<file path="src/rtl/fill_pkg.sv">
// Shared types and screen geometry for the span fill controller.
package fill_pkg;

  // Screen and line-buffer geometry
  localparam int SCREEN_W        = 256;
  localparam int BYTES_PER_PIXEL = 3;
  localparam int ROW_STRIDE      = 768;
  localparam int LINE_ROWS       = 64;
  localparam int LINE_COLS       = 64;
  localparam int ROW_W           = 6;
  localparam int COL_W           = 6;

  typedef enum logic [2:0] {
    ST_IDLE,
    ST_FIND,
    ST_SCAN,
    ST_WRITE,
    ST_DONE
  } fill_state_t;

  // Byte address of pixel (x0+col, y0+row) in a 24-bit framebuffer,
  // wrapping modulo 2^32.
  function automatic logic [31:0] span_addr(
    input logic [31:0]      base,
    input logic [7:0]       y0,
    input logic [ROW_W-1:0] row,
    input logic [7:0]       x0,
    input logic [COL_W-1:0] col
  );
    logic [31:0] y;
    logic [31:0] x;
    y = 32'(y0) + 32'(row);
    x = 32'(x0) + 32'(col);
    return base + y * 32'(ROW_STRIDE) + x * 32'(BYTES_PER_PIXEL);
  endfunction

endpackage

</file>
<file path="src/rtl/span_finder.sv">
// Lowest/highest set-bit priority encoders over one line-buffer row.
module span_finder
  import fill_pkg::*;
(
  input  logic [LINE_COLS-1:0] row_bits,
  output logic [COL_W-1:0]     x0,
  output logic [COL_W-1:0]     x1,
  output logic                 any
);

  // Descending scan leaves the lowest set bit; ascending leaves the highest.
  always_comb begin
    x0 = '0;
    x1 = '0;
    for (int j = LINE_COLS - 1; j >= 0; j--) begin
      if (row_bits[COL_W'(j)]) x0 = COL_W'(j);
    end
    for (int j = 0; j < LINE_COLS; j++) begin
      if (row_bits[COL_W'(j)]) x1 = COL_W'(j);
    end
  end

  assign any = |row_bits;

endmodule

</file>
<file path="src/rtl/fill_controller.sv">
// Walks the 64-row line buffer below a found corner and issues one span
// write per non-empty, on-screen row.
module fill_controller
  import fill_pkg::*;
#(
  parameter logic [31:0] LAYER0_BASE = 32'h0000_0000,
  parameter logic [31:0] LAYER1_BASE = 32'h0003_0000
) (
  input  logic                 clk,
  input  logic                 n_rst,
  input  logic                 start,
  input  logic                 layer_num,
  output logic                 find_flag,
  input  logic                 find_done,
  input  logic [7:0]           xmin,
  input  logic [7:0]           ymin,
  output logic [ROW_W-1:0]     row_idx,
  input  logic [LINE_COLS-1:0] row_bits,
  output logic                 wr_req,
  input  logic                 wr_ack,
  output logic [31:0]          wr_addr,
  output logic [COL_W-1:0]     wr_x0,
  output logic [COL_W-1:0]     wr_x1,
  output logic                 busy,
  output logic                 done
);

  fill_state_t      state_reg, state_next;
  logic             layer_reg, layer_next;
  logic [7:0]       xmin_reg,  xmin_next;
  logic [7:0]       ymin_reg,  ymin_next;
  logic [ROW_W-1:0] row_reg,   row_next;
  logic [COL_W-1:0] x0_reg,    x0_next;
  logic [COL_W-1:0] x1_reg,    x1_next;
  logic [31:0]      addr_reg,  addr_next;

  logic [COL_W-1:0] span_x0;
  logic [COL_W-1:0] span_x1;
  logic             span_any;
  logic [8:0]       row_y;
  logic             row_clipped;
  logic             last_row;
  logic [31:0]      layer_base;

  span_finder u_span_finder (
    .row_bits (row_bits),
    .x0       (span_x0),
    .x1       (span_x1),
    .any      (span_any)
  );

  // Screen row of the current line-buffer row; bit 8 means off the bottom.
  assign row_y       = {1'b0, ymin_reg} + {3'b000, row_reg};
  assign row_clipped = row_y[8];
  assign last_row    = (row_reg == ROW_W'(LINE_ROWS - 1));
  assign layer_base  = layer_reg ? LAYER1_BASE : LAYER0_BASE;

  // State and latched span registers; reset clears every visible output.
  always_ff @(posedge clk or negedge n_rst) begin
    if (!n_rst) begin
      state_reg <= ST_IDLE;
      layer_reg <= 1'b0;
      xmin_reg  <= '0;
      ymin_reg  <= '0;
      row_reg   <= '0;
      x0_reg    <= '0;
      x1_reg    <= '0;
      addr_reg  <= '0;
    end else begin
      state_reg <= state_next;
      layer_reg <= layer_next;
      xmin_reg  <= xmin_next;
      ymin_reg  <= ymin_next;
      row_reg   <= row_next;
      x0_reg    <= x0_next;
      x1_reg    <= x1_next;
      addr_reg  <= addr_next;
    end
  end

  // Next-state and Moore outputs; the address is latched on entry to WRITE
  // so it stays stable for the whole handshake.
  always_comb begin
    state_next = state_reg;
    layer_next = layer_reg;
    xmin_next  = xmin_reg;
    ymin_next  = ymin_reg;
    row_next   = row_reg;
    x0_next    = x0_reg;
    x1_next    = x1_reg;
    addr_next  = addr_reg;
    find_flag  = 1'b0;
    wr_req     = 1'b0;
    done       = 1'b0;

    case (state_reg)
      ST_IDLE: begin
        if (start) begin
          layer_next = layer_num;
          state_next = ST_FIND;
        end
      end
      ST_FIND: begin
        find_flag = 1'b1;
        if (find_done) begin
          xmin_next  = xmin;
          ymin_next  = ymin;
          row_next   = '0;
          state_next = ST_SCAN;
        end
      end
      ST_SCAN: begin
        if (!span_any || row_clipped) begin
          if (last_row) state_next = ST_DONE;
          else          row_next   = row_reg + 1'b1;
        end else begin
          x0_next    = span_x0;
          x1_next    = span_x1;
          addr_next  = span_addr(layer_base, ymin_reg, row_reg, xmin_reg, span_x0);
          state_next = ST_WRITE;
        end
      end
      ST_WRITE: begin
        wr_req = 1'b1;
        if (wr_ack) begin
          if (last_row) begin
            state_next = ST_DONE;
          end else begin
            row_next   = row_reg + 1'b1;
            state_next = ST_SCAN;
          end
        end
      end
      ST_DONE: begin
        done       = 1'b1;
        state_next = ST_IDLE;
      end
      default: state_next = ST_IDLE;
    endcase
  end

  assign busy    = (state_reg != ST_IDLE);
  assign row_idx = row_reg;
  assign wr_addr = addr_reg;
  assign wr_x0   = x0_reg;
  assign wr_x1   = x1_reg;

endmodule

</file>
<file path="config.mk">
export PLATFORM = sky130hd
export DESIGN_NAME = fill_controller
export DESIGN_NICKNAME = d
export VERILOG_FILES = /design/src/rtl/fill_pkg.sv /design/src/rtl/span_finder.sv /design/src/rtl/fill_controller.sv
export SDC_FILE = /design/constraint.sdc
export NUM_CORES = 1
export LEC_CHECK = 0
export ABC_AREA = 1
export CAP_MARGIN = 20
export CELL_PAD_IN_SITES_DETAIL_PLACEMENT = 1
export CELL_PAD_IN_SITES_GLOBAL_PLACEMENT = 1
export CORE_MARGIN = 2
export CORE_UTILIZATION = 34
export DETAILED_ROUTE_END_ITERATION = 10
export GPL_TIMING_DRIVEN = 0
export MAX_ROUTING_LAYER = met4
export PLACE_DENSITY_LB_ADDON = 0.15
export SKIP_LAST_GASP = 1
export SLEW_MARGIN = 20
export SYNTH_ARGS = -nofsm -noshare
export SYNTH_HDL_FRONTEND = slang
export SYNTH_SLANG_ARGS = --single-unit
</file>
<file path="constraint.sdc">
create_clock -name clk -period 5.1 [get_ports clk]
set_input_delay 1.275 -clock clk [delete_from_list [all_inputs] [get_ports clk]]
set_output_delay 1.275 -clock clk [all_outputs]
set_load 0.02 [all_outputs]
</file>
==> flow_summary_export.csv, run 1 <==
group,metric,value,unit
final_layout,largest_reg_flops,20,
clocking,cts_buffer_depth,2,
sta,drv_slew,0,
die,die_h,120.5,µm
sta,setup_viol,16,
global_route,grt_util_all_layers,22.65,%
setup_path,cp_max_fo,4,
placed_design,portBuffers,125,
global_route,grt_pass1_wl,25390,µm
min_path,hp-class,"flip-flop to flip-flop",
routing,vias_per_cell,4.765,
global_route,antenna_found_initial,0,
routing,drt_wl_total,15750,µm
die,pin_count,140,
yosys,synth_area_leaders,"dfrtp_1 (30%), nand2_1 (15%), ha_1 (14%), inv_1 (7.9%), a21oi_1 (3.8%)",
placed_design,dp_cells,943,
routing,drtAntennaViolNets,0,
global_route,first_global_vias,5200,
min_path,holdPathEnd,"wr_x0[3]$_DFFE_PN0P_",
yosys,syn_area,4614,µm²
yosys,synthArstFlopShare,100.0,%
yosys,ys_warn_count,0,
die,die_x,120.5,µm
sta,worst_clock_skew,7.641,ps
pwr,powerDensity,658.1,nW/µm²
final_layout,fin_cells,1007,
setup_path,arrival,6760,ps
setup_path,cp_num_buf_inv,5,
yosys,synthAdderAreaFrac,16.27,%
setup_path,reg2reg_depth,24,
setup_path,required,5310,ps
setup_path,rr_endpoint,"wr_addr[15]$_DFFE_PN0P_",
sta,worst_slew_pin_slew,572.4,ps
run_status,violations,"negative setup slack",
yosys,synth-xor-area-share,5.884,%
final_layout,final_util,54.66,%
sta,fmax,152.8,MHz
final_layout,final_common_cell,"nand2_1",
final_layout,nNetsFinal,973,
final_layout,n_antenna_cell,0,
yosys,synth.avg_cell_area,7.348,µm²
placed_design,dp_hpwl,11040,µm
routing,vias,4798,
setup_path,criticalPathCategory,"input port to flip-flop",
yosys,muxShareOfSynthArea,0.2440,%
final_layout,fillCellCount,1638,
yosys,ys_ff_latch,56,
min_path,hold_start,"wr_x0[3]$_DFFE_PN0P_",
placed_design,place_area,6314,µm²
setup_path,start_kind,"input port",
yosys,yosys.area.top_type,"dfrtp_1",
setup_path,r2r_setup_slack,750,ps
placed_design,post-place-ws,-2216,ps
die,coreArea,13240,µm²
yosys,synth_top_area_share,30.37,%
die,rows,42,
yosys,synth_flop_cell,"dfrtp_1",
setup_path,slowest_delay,450,ps
pwr,leakage,3.583,nW
routing,dr.first_iter.drc_count,128,
sta,max_slew_margin,61.84,%
job,maxCapViolCount,0,
pwr,finalPower,4.763,mW
run_status,outcome,"finished with violations",
clocking,cts_made_buffers,5,
final_layout,drive_above_1_share,20.94,%
routing,drt-wirelength-per-cell,15.64,µm
yosys,synthSimpleGateAreaFrac,23.59,%
global_route,grt_max_degree,33,
yosys,synth_edf_count,0,
min_path,whs_path_depth,2,
yosys,synth_seq_area_share,30.37,%
clocking,cts.clk_slew.worst_paths,70,ps
die,design.die.area,14520,µm²
final_layout,syn2layout_area_growth,56.86,%
placed_design,gp_congestion,0.7789,
setup_path,crit_path_end_kind,"flip-flop",
global_route,overflow,0,
setup_path,crit_slowest_cell,"fa_1",
sta,post-route-period-util,128.3,%
setup_path,cpMostUsedCell,"nand2_1",
sta,finalCriticalPeriod,6545,ps
yosys,yosysUniqueCellTypes,46,
final_layout,final_cell_mix,"nand2_1 (168), clkdlybuf4s50_1 (114), inv_1 (89)",
sta,final-hold-violation-count,0,
sta,setup_tns,-14210,ps
clocking,tritoncts,"done",
die,initial_core_util,34.85,%
pwr,ir_drop,0.0004399,V
routing,drc,0,
setup_path,cp_top_family,"simple AND/OR/NAND/NOR gates",
yosys,syn_inst,628,
yosys,synth_compound_area_share,12.01,%
clocking,root_buffer,"clkbuf_16",
sta,fin_ws,-1445,ps
clocking,clk_latency,300,ps
sta,fin_hold_ws,471.6,ps
clocking,numClockSinks,56,
sta,grt_setup_unrepaired,"true",
yosys,synth_top_family_by_area,"simple AND/OR/NAND/NOR gates",
final_layout,finalInstanceArea,7238,µm²
routing,drt_first_pass_iters,4,
clocking,htree_levels,2,
setup_path,r2r-start,"xmin_reg[2]$_DFFE_PN0P_",
-- tightest hold or removal path, cell delays in order (launching register included) --
cell and delay (ps):
dfrtp_1 350, nand2_1 50, nand2_1 40
-- timing repair --
action | CTS | global route
gates resized for setup | 67 | 41
endpoints found under the setup margin | 17 | 17
hold buffers | 0 | 0
setup buffers | 59 | 14
pin swaps | 38 | 32
-- final cells by class --
cell class	instances	area (µm²)	share of cell area, %
Buffer	22	140.1	1.936
Clock buffer	8	146.4	2.022
Inverter	103	402.9	5.566
Multi-Input combinational cell	460	3214	44.41
Sequential cell	56	1401	19.36
Tap cell	176	220.2	3.042
Timing Repair Buffer	182	1713	23.66
-- logic make-up after synthesis --
group / after synthesis
adder cells (fa/ha/maj): 57
XOR/XNOR: 31
buffers and inverters: 125
AND/OR/NAND/NOR: 260
AO/OA/AOI/OAI: 97
other: 1
flip-flops: 56
multiplexers: 1
-- worst max path at each step --
stage	startpoint	to	slack [ps]	cells after the start
floorplan	row_bits[29]	wr_addr[17]$_DFFE_PN0P_	-910	54
global placement	row_bits[29]	wr_addr[17]$_DFFE_PN0P_	-2000	55
detailed placement	row_bits[29]	wr_addr[17]$_DFFE_PN0P_	-2220	55
CTS	row_bits[30]	wr_addr[17]$_DFFE_PN0P_	-1410	54
global route	row_bits[29]	wr_addr[19]$_DFFE_PN0P_	-1880	57
finish	row_bits[30]	wr_addr[15]$_DFFE_PN0P_	-1450	53
-- metal layers --
layer / up-vias / part of all wire (%) / wire [µm] / global-route usage, %
li1: 2374 / - / - / -
met1: 2296 / 42 / 6552 / 25.56
met2: 109 / 52 / 8215 / 40.78
met3: 19 / 3.9 / 616 / 3.491
met4: 0 / 2.3 / 361 / 7.703
met5: - / 0 / 0 / -
-- power breakdown --
group / leakage (nW) / switching (mW) / total (mW) / internal [mW]
sequential: 0.699 / 0.133 / 0.770 / 0.637
combinational: 2.81 / 1.99 / 3.63 / 1.64
clock: 0.0712 / 0.165 / 0.362 / 0.197
-- synthesized netlist by cell type (5+ instances only) --
master	number
o21bai_1	5
inv_1	97
xnor2_1	12
nor4_1	7
o21ai_1	5
a21oi_1	35
o21ai_0	34
xor2_1	19
dfrtp_1	56
ha_1	52
fa_1	5
nand3_1	17
buf_4	14
nand2_1	179
nor3_1	5
nor2_1	38
(Power assumes the default switching activity.)
==> inputs of run 2 (changes only) <==
Settings changed: CORE_ASPECT_RATIO set to 1.25.
==> flow_summary_export.csv, run 2 (synthesized netlist as in run 1, its figures left out) <==
group,metric,value,unit
clocking,cts_buffer_depth,2,
pwr,powerDensity,701.1,nW/µm²
placed_design,portBuffers,125,
clocking,tritoncts,"done",
setup_path,crit_slowest_cell,"fa_1",
setup_path,slowest_delay,520,ps
final_layout,largest_reg_flops,20,
global_route,grt_max_degree,55,
pwr,ir_drop,0.0002882,V
global_route,grt_util_all_layers,24.01,%
routing,drt-wirelength-per-cell,16.67,µm
sta,worst_clock_skew,12.47,ps
min_path,hp-class,"flip-flop to flip-flop",
clocking,cts.clk_slew.worst_paths,80,ps
setup_path,criticalPathCategory,"input port to flip-flop",
setup_path,r2r-start,"xmin_reg[2]$_DFFE_PN0P_",
final_layout,syn2layout_area_growth,58.11,%
sta,final-hold-violation-count,0,
setup_path,path_depth,34,
setup_path,reg2reg_depth,25,
clocking,cts_made_buffers,5,
job,maxCapViolCount,0,
sta,max_slew_margin,55.79,%
placed_design,post-place-ws,-2210,ps
clocking,cts_hold_buffers,0,
routing,vias_per_cell,4.831,
setup_path,cp_max_fo,4,
die,rows,47,
setup_path,required,5280,ps
sta,grt_setup_unrepaired,"true",
setup_path,r2r_setup_slack,660,ps
die,die_h,134.3,µm
final_layout,nNetsFinal,973,
routing,vias,4841,
die,die_x,108.2,µm
global_route,first_global_vias,5521,
run_status,outcome,"finished with violations",
sta,worst_slew_pin_slew,663.1,ps
sta,post-route-period-util,126.5,%
die,initial_core_util,34.87,%
global_route,grt_pass1_wl,26600,µm
final_layout,final_common_cell,"nand2_1",
clocking,clk_latency,310,ps
final_layout,n_antenna_cell,0,
setup_path,cp_num_buf_inv,6,
die,pin_count,140,
routing,drt_wl_total,16710,µm
routing,drc,0,
sta,drv_slew,0,
global_route,overflow,0,
clocking,root_buffer,"clkbuf_16",
setup_path,endpoint,"wr_addr[17]$_DFFE_PN0P_",
run_status,violations,"negative setup slack",
routing,drt_first_pass_iters,4,
setup_path,rr_endpoint,"wr_addr[17]$_DFFE_PN0P_",
sta,finalCriticalPeriod,6450,ps
die,coreArea,13230,µm²
sta,fin_ws,-1350,ps
sta,setup_tns,-14200,ps
global_route,antenna_found_initial,0,
clocking,numClockSinks,56,
routing,dr.first_iter.drc_count,100,
pwr,leakage,3.602,nW
setup_path,cp_top_family,"simple AND/OR/NAND/NOR gates",
setup_path,arrival,6630,ps
placed_design,dp_hpwl,11090,µm
sta,setup_viol,16,
setup_path,start_kind,"input port",
setup_path,cpMostUsedCell,"nand2_1",
clocking,htree_levels,2,
final_layout,final_cell_mix,"nand2_1 (164), clkdlybuf4s50_1 (114), inv_1 (89)",
final_layout,fillCellCount,1624,
placed_design,gp_congestion,0.7918,
sta,fmax,155.0,MHz
die,design.die.area,14530,µm²
setup_path,crit_start,"row_bits[20]",
routing,drtAntennaViolNets,0,
final_layout,drive_above_1_share,22.38,%
setup_path,crit_path_end_kind,"flip-flop",
run 2: cell types whose count changed in the layout (fill, tap and decap cells not counted), sizes merged:
cell / previous run / this run
bufinv: 0 / 1
clkbuf: 13 / 10
clkdlybuf4s15: 0 / 2
clkinv: 1 / 3
dlygate4sd2: 5 / 3
run 2: layout make-up:
cell class	instances	area [µm²]	area share, %
multi-input combinational	460	3234	44.33
tap	171	214.0	2.933
inverter	103	400.4	5.488
sequential	56	1401	19.21
clock inverter	3	47.55	0.6517
timing repair buffer	182	1733	23.75
buffer	22	140.1	1.921
clock buffer	5	125.1	1.715
run 2: layer usage:
| metal | routed length [µm] | global-route usage, % |
|---|---|---|
| met1 | 6236 | 24.23 |
| met2 | 9512 | 45.95 |
| met3 | 506 | 3.936 |
| met4 | 451 | 8.191 |
| met5 | 0 | - |
run 2: report_power, final:
| group | total (mW) | internal, mW | switching (mW) |
|---|---|---|---|
| combinational | 3.92 | 1.82 | 2.11 |
| clock | 0.416 | 0.234 | 0.181 |
| sequential | 0.775 | 0.636 | 0.139 |
run 2: through the flow:
step	hold slack [ps]	cell area, µm²	util (%)	std cells	power, mW
final	484.1	7296	55.14	1002	5.115
after global routing	518.4	7296	55.14	1002	5.530
after CTS	490.3	7153	54.06	1010	4.563
after detailed placement	466.9	6315	47.73	938	3.674
after global placement	459.4	6290	47.54	937	3.538
after floorplan	445.9	4825	-	641	2.846
run 2: what timing repair did:
| item | 4_1_cts | 5_1_grt |
|---|---|---|
| pin swaps | 55 | 52 |
| setup buffers | 68 | 11 |
| resized for setup | 76 | 43 |
| endpoints found under the setup margin | 17 | 18 |
| endpoints found under the hold margin | 0 | 0 |
run 2: worst min path at each step:
| stage | endpoint | slack, ps | startpoint | cells after the start |
|---|---|---|---|---|
| final | wr_addr[3]$_DFFE_PN0P_ | 480 | wr_addr[3]$_DFFE_PN0P_ | 2 |
| after global routing | xmin_reg[0]$_DFFE_PN0P_ | 520 | xmin_reg[0]$_DFFE_PN0P_ | 2 |
| after CTS | ymin_reg[0]$_DFFE_PN0P_ | 490 | ymin_reg[0]$_DFFE_PN0P_ | 2 |
| after detailed placement | wr_addr[0]$_DFFE_PN0P_ | 470 | wr_addr[0]$_DFFE_PN0P_ | 2 |
| after global placement | ymin_reg[4]$_DFFE_PN0P_ | 460 | ymin_reg[4]$_DFFE_PN0P_ | 2 |
| after floorplan | ymin_reg[0]$_DFFE_PN0P_ | 450 | ymin_reg[0]$_DFFE_PN0P_ | 2 |
run 2: tightest hold or removal path, cell delays in order, from the launching register on:
cell and delay [ps]:
dfrtp_1 350, nand2_1 50, nand2_1 50
